===== src/rtl/wb_regfile.sv =====
// Write-back-latched 31x DATA_W register file: writes park in a one-entry latch for a
// cycle before committing, with read bypass from the latch and a same-cycle RAW stall flag.
module wb_regfile_rdport #(
  parameter int DATA_W = 32
) (
  input  logic [4:0]             ra_i,
  input  logic [31:0][DATA_W-1:0] rf_i,
  input  logic                   wb_valid_i,
  input  logic [4:0]             wb_addr_i,
  input  logic [DATA_W-1:0]      wb_data_i,
  input  logic                   we_i,
  input  logic [4:0]             wa_i,
  output logic [DATA_W-1:0]      rd_o,
  output logic                   hit_o
);
  always_comb begin
    rd_o = rf_i[ra_i];
    if (ra_i == 5'd0)
      rd_o = '0;
    else if (wb_valid_i && (wb_addr_i == ra_i))
      rd_o = wb_data_i;
  end

  // Only the incoming instruction's write can collide; a latched write is bypassed instead.
  assign hit_o = we_i && (wa_i != 5'd0) && (ra_i == wa_i);
endmodule

module wb_regfile #(
  parameter int DATA_W = 32
) (
  input  logic              clk,
  input  logic              reset,
  input  logic              we_in,
  input  logic [4:0]        wa_in,
  input  logic [DATA_W-1:0] wd_in,
  input  logic [4:0]        ra1,
  input  logic [4:0]        ra2,
  output logic [DATA_W-1:0] rd1,
  output logic [DATA_W-1:0] rd2,
  output logic              stall,
  output logic              wb_valid
);
  localparam int NUM_RD = 2;

  logic [31:1][DATA_W-1:0] mem_q;
  logic [31:0][DATA_W-1:0] rf_view;
  logic                    wb_valid_q, wb_valid_d;
  logic [4:0]              wb_addr_q, wb_addr_d;
  logic [DATA_W-1:0]       wb_data_q, wb_data_d;

  logic [NUM_RD-1:0][4:0]        ra_arr;
  logic [NUM_RD-1:0][DATA_W-1:0] rd_arr;
  logic [NUM_RD-1:0]             hit_arr;

  always_comb begin
    wb_valid_d = we_in && (wa_in != 5'd0);
    wb_addr_d  = wb_addr_q;
    wb_data_d  = wb_data_q;
    if (wb_valid_d) begin
      wb_addr_d = wa_in;
      wb_data_d = wd_in;
    end
  end

  always_ff @(posedge clk or posedge reset) begin
    if (reset) begin
      wb_valid_q <= 1'b0;
      wb_addr_q  <= '0;
      wb_data_q  <= '0;
    end else begin
      wb_valid_q <= wb_valid_d;
      wb_addr_q  <= wb_addr_d;
      wb_data_q  <= wb_data_d;
    end
  end

  // Commit of the old latch happens on the same edge that loads the next one.
  for (genvar i = 1; i < 32; i++) begin : g_reg
    always_ff @(posedge clk or posedge reset) begin
      if (reset)
        mem_q[i] <= '0;
      else if (wb_valid_q && (wb_addr_q == 5'(i)))
        mem_q[i] <= wb_data_q;
    end
  end

  assign rf_view = {mem_q, {DATA_W{1'b0}}};
  assign ra_arr  = {ra2, ra1};

  for (genvar p = 0; p < NUM_RD; p++) begin : g_rd
    wb_regfile_rdport #(.DATA_W(DATA_W)) u_rd (
      .ra_i       (ra_arr[p]),
      .rf_i       (rf_view),
      .wb_valid_i (wb_valid_q),
      .wb_addr_i  (wb_addr_q),
      .wb_data_i  (wb_data_q),
      .we_i       (we_in),
      .wa_i       (wa_in),
      .rd_o       (rd_arr[p]),
      .hit_o      (hit_arr[p])
    );
  end

  assign rd1      = rd_arr[0];
  assign rd2      = rd_arr[1];
  assign stall    = |hit_arr;
  assign wb_valid = wb_valid_q;
endmodule


===== config.mk =====
export PLATFORM = sky130hd
export DESIGN_NAME = wb_regfile
export DESIGN_NICKNAME = d
export VERILOG_FILES = /design/src/rtl/wb_regfile.sv
export SDC_FILE = /design/constraint.sdc
export NUM_CORES = 2
export LEC_CHECK = 0
export ABC_AREA = 0
export CORE_MARGIN = 3
export CORE_UTILIZATION = 45
export DETAILED_ROUTE_END_ITERATION = 8
export GPL_TIMING_DRIVEN = 0
export SYNTH_ARGS = -nofsm -noshare
export SYNTH_HDL_FRONTEND = slang
export SYNTH_SLANG_ARGS = --single-unit

===== constraint.sdc =====
create_clock -name clk -period 30.4 [get_ports clk]
set_clock_uncertainty 0.05 [all_clocks]
set_input_delay 3.04 -clock clk [delete_from_list [all_inputs] [get_ports clk]]
set_output_delay 3.04 -clock clk [all_outputs]
set_load 0.03 [all_outputs]

==> run summary <==
outcome: finished with violations
violated checks: capacitance limit, slew limit
pwr dens: 73.89 mW/mm^2
gr usage total: 0.3519
Placer Congestion: 1.012
nets: 4184
reg-to-reg slack, setup: 27.10 ns
IO buf count: 107
Final min period: 11.28 ns
Hold Crit Endpoint: mem_q[76]
Post-Synthesis Cells: 3882
Site Rows: 127
Leak: 27.37 nW
post-synthesis sequential area ratio: 0.4671
Max VDD drop: 0.04982 mV
FF/Latch Area: 0.02577 sq mm
leading area contributor after synthesis: dfrtp_1
Slew @ Worst Pin: 1.545 ns
Worst R2R Path Depth: 5
Initial Util: 0.4570
Tcrit/Tclk final: 0.3711
ys flop type: dfrtp_1
worst relative slew slack: -0.02994
fraction of layout cells with a size suffix above 1: 0.4396
Cell Int Power: 3.189 mW
count of final max-slew check failures: 29
FILL cells: 10390
hold_sp: mem_q[76]
CTS Hold Bufs: 0
Synth area leaders: dfrtp_1, mux2_2, mux4_2
crit-path cells: clkdlybuf4s50_1, buf_2, buf_2, nand2_1, clkbuf_1, o22ai_1, nor4_1, a211oi_1, nor3_1, clkdlybuf4s50_1
Area after DPL: 0.05885 sq mm
Cells after DPL: 5630
core area: 0.1208 sq mm
area of the die: 0.1269 sq mm
Net Sw Power: 1.439 mW
Hold/Removal Path Class: reg -> reg
cts repair resizes: 0
post-synth top area share: 0.4671
Critical Path Start: ra1[2]
Die W: 356.2 um
CP startpoint kind: primary input
vias in the first global route: 39020
final instance area: 0.06264 sq mm
arrival time at the worst endpoint: 8.19 ns
share of total power in the clock network: 0.307
Worst-path clk slew: 0.06 ns
RSZ-0062 raised after global routing: false
CP top delay family: buffers and inverters
post-synth cell types: 54
Post-CTS Repair Setup Buffers: 0
Yosys warnings: 0
average wire per standard cell: 38.42 um
Die Height: 356.2 um
via/cell ratio: 6.757
Final Core Density: 0.5187
Worst Path Max Fanout: 10
Mapped Area: 0.05519 sq mm
DRC viols: 0
multi-input logic area: 0.02748 sq mm
1st-iter DRT viols: 4930
initial antenna violation count: 10
clk root buf: clkbuf_16
CTS tree: done
dpl hpwl: 167.0 mm
Fmax: 88.65 MHz
Final ANT Viol Nets: 0
Comb pwr share: 0.263
EDFF count, synth: 0
total congestion overflow: 0
Switching Fraction: 0.3109
setup TNS: 0 ns
Non-Filler Instances: 5848
DRT Wirelength: 224.7 mm
WP data required: 27.31 ns
Crit path largest cell delay: 0.91 ns
drt pass-1 iters: 6
clk_lat worst skew: 0.73 ns
Reg-to-Reg Start: wb_valid
clock sinks: 1030
clock buffer depth: 3
hold path depth: 1
Mapped Nets: 3932
worst r2r dst: mem_q[867]
CTS Buf Count: 113
Mapped Avg Cell Area: 14.22 sq um
H-tree Lvls: 3
via count: 39520
synthesis-to-layout area growth: 13.52%
Finish-stage setup viols: 0
endpoint type of the worst setup path: output pin
slowest CP cell: nor4_1
Yosys reg bits: 1030
worst setup path class: in -> out
power share of the sequential group: 0.430
max-cap violations: 4
boundary pin count: 116
largest net degree at the start of global routing: 43
Final Hold Fails: 0
Async SR Flop Fraction: 1.000
first-pass GRT wire length: 309.3 mm
WP buf/inv: 5
-- cells in the final DEF, fill, tap and decap left out, drive strengths merged, types with 7 or more instances in the layout --
cell type,synthesis,layout
a31oi,29,29
clkdlybuf4s50,0,107
a21oi,13,13
clkinv,0,23
o2bb2ai,9,9
o21ai,40,40
nor2,96,96
mux2i,99,99
dfrtp,1030,1030
a211oi,30,30
nand2b,7,7
inv,4,8
nand2,210,210
a22oi,78,78
clkinvlp,0,7
o31a,9,9
o221ai,24,24
o211ai,13,13
nand3,11,11
o22ai,38,38
buf,199,229
o311ai,15,15
diode,0,7
a221oi,53,53
nor4,24,24
nor2b,20,20
a22o,10,10
mux4,418,418
nor3,29,29
xnor2,10,10
mux2,1085,1085
xor2,10,10
clkbuf,223,393
-- cell families after synthesis --
family                    synth area share
muxes                               0.4099
DFF                                 0.4671
and+or+nand+nor                    0.03410
buffers and inverters              0.03512
AOI/OAI and AO/OA                  0.05061
xor gates and xnor gates          0.003174
-- registers in the layout, summed over array words and instances (netlist names) --
name / count
mem_q: 992
wb_data_q: 32
wb_addr_q: 5
wb_valid: 1
-- worst max path at each step --
stage	endpoint	slack, ns	cells past startpoint
after floorplan	mem_q[0]	13.11	1
after CTS	rd1[18]	19.61	9
after global routing	rd1[7]	19.31	10
after detailed placement	rd1[18]	19.61	9
final	rd1[19]	19.12	10
after global placement	mem_q[842]	5.93	2
-- per-layer routing --
metal,track usage,share of wire
met1,0.4791,0.40
met5,0,0.00015
met2,0.5047,0.42
met3,0.1124,0.11
met4,0.1845,0.062
-- cell usage after synthesis (30+ instances only) --
library cell     n
mux4_2         418
a22oi_1         78
buf_2           92
nand2_1        210
mux2i_1         99
nor2_1          96
buf_4           33
dfrtp_1       1030
a221oi_1        53
mux2_2        1081
o22ai_1         38
clkbuf_1       221
o21ai_0         40
buf_1           61
a211oi_1        30
-- final cells by class --
type                       instances  area share
sequential                      1030      0.4114
buffer                           422     0.03070
inverter                           4   0.0002996
antenna                            7   0.0002796
clock inverter                    40    0.006611
multi-input combinational       2426      0.4386
timing repair buffer             137     0.02630
tap                             1612     0.03220
clock buffer                     170     0.05353
-- power groups by stage --
stage          registers [mW]  clock network (mW)  logic (mW)
6_report                 1.99                1.42        1.22
5_1_grt                  2.03                1.48        1.27
4_1_cts                  1.98                1.43        1.19
3_5_place_dp             2.00                   0        1.19
3_3_place_gp             1.99                   0        1.16
2_1_floorplan            1.92                   0       0.858
-- stage by stage --
step / power [mW] / hold WS [ns] / setup slack, ns
2_1_floorplan: 2.775 / 0.4273 / 13.11
3_3_place_gp: 3.148 / 0.4499 / 5.929
3_5_place_dp: 3.186 / 0.4526 / 19.61
4_1_cts: 4.597 / 0.4658 / 19.61
5_1_grt: 4.781 / 0.4836 / 19.31
6_report: 4.629 / 0.4710 / 19.12
No activity file was read; power rests on OpenSTA's default activity.
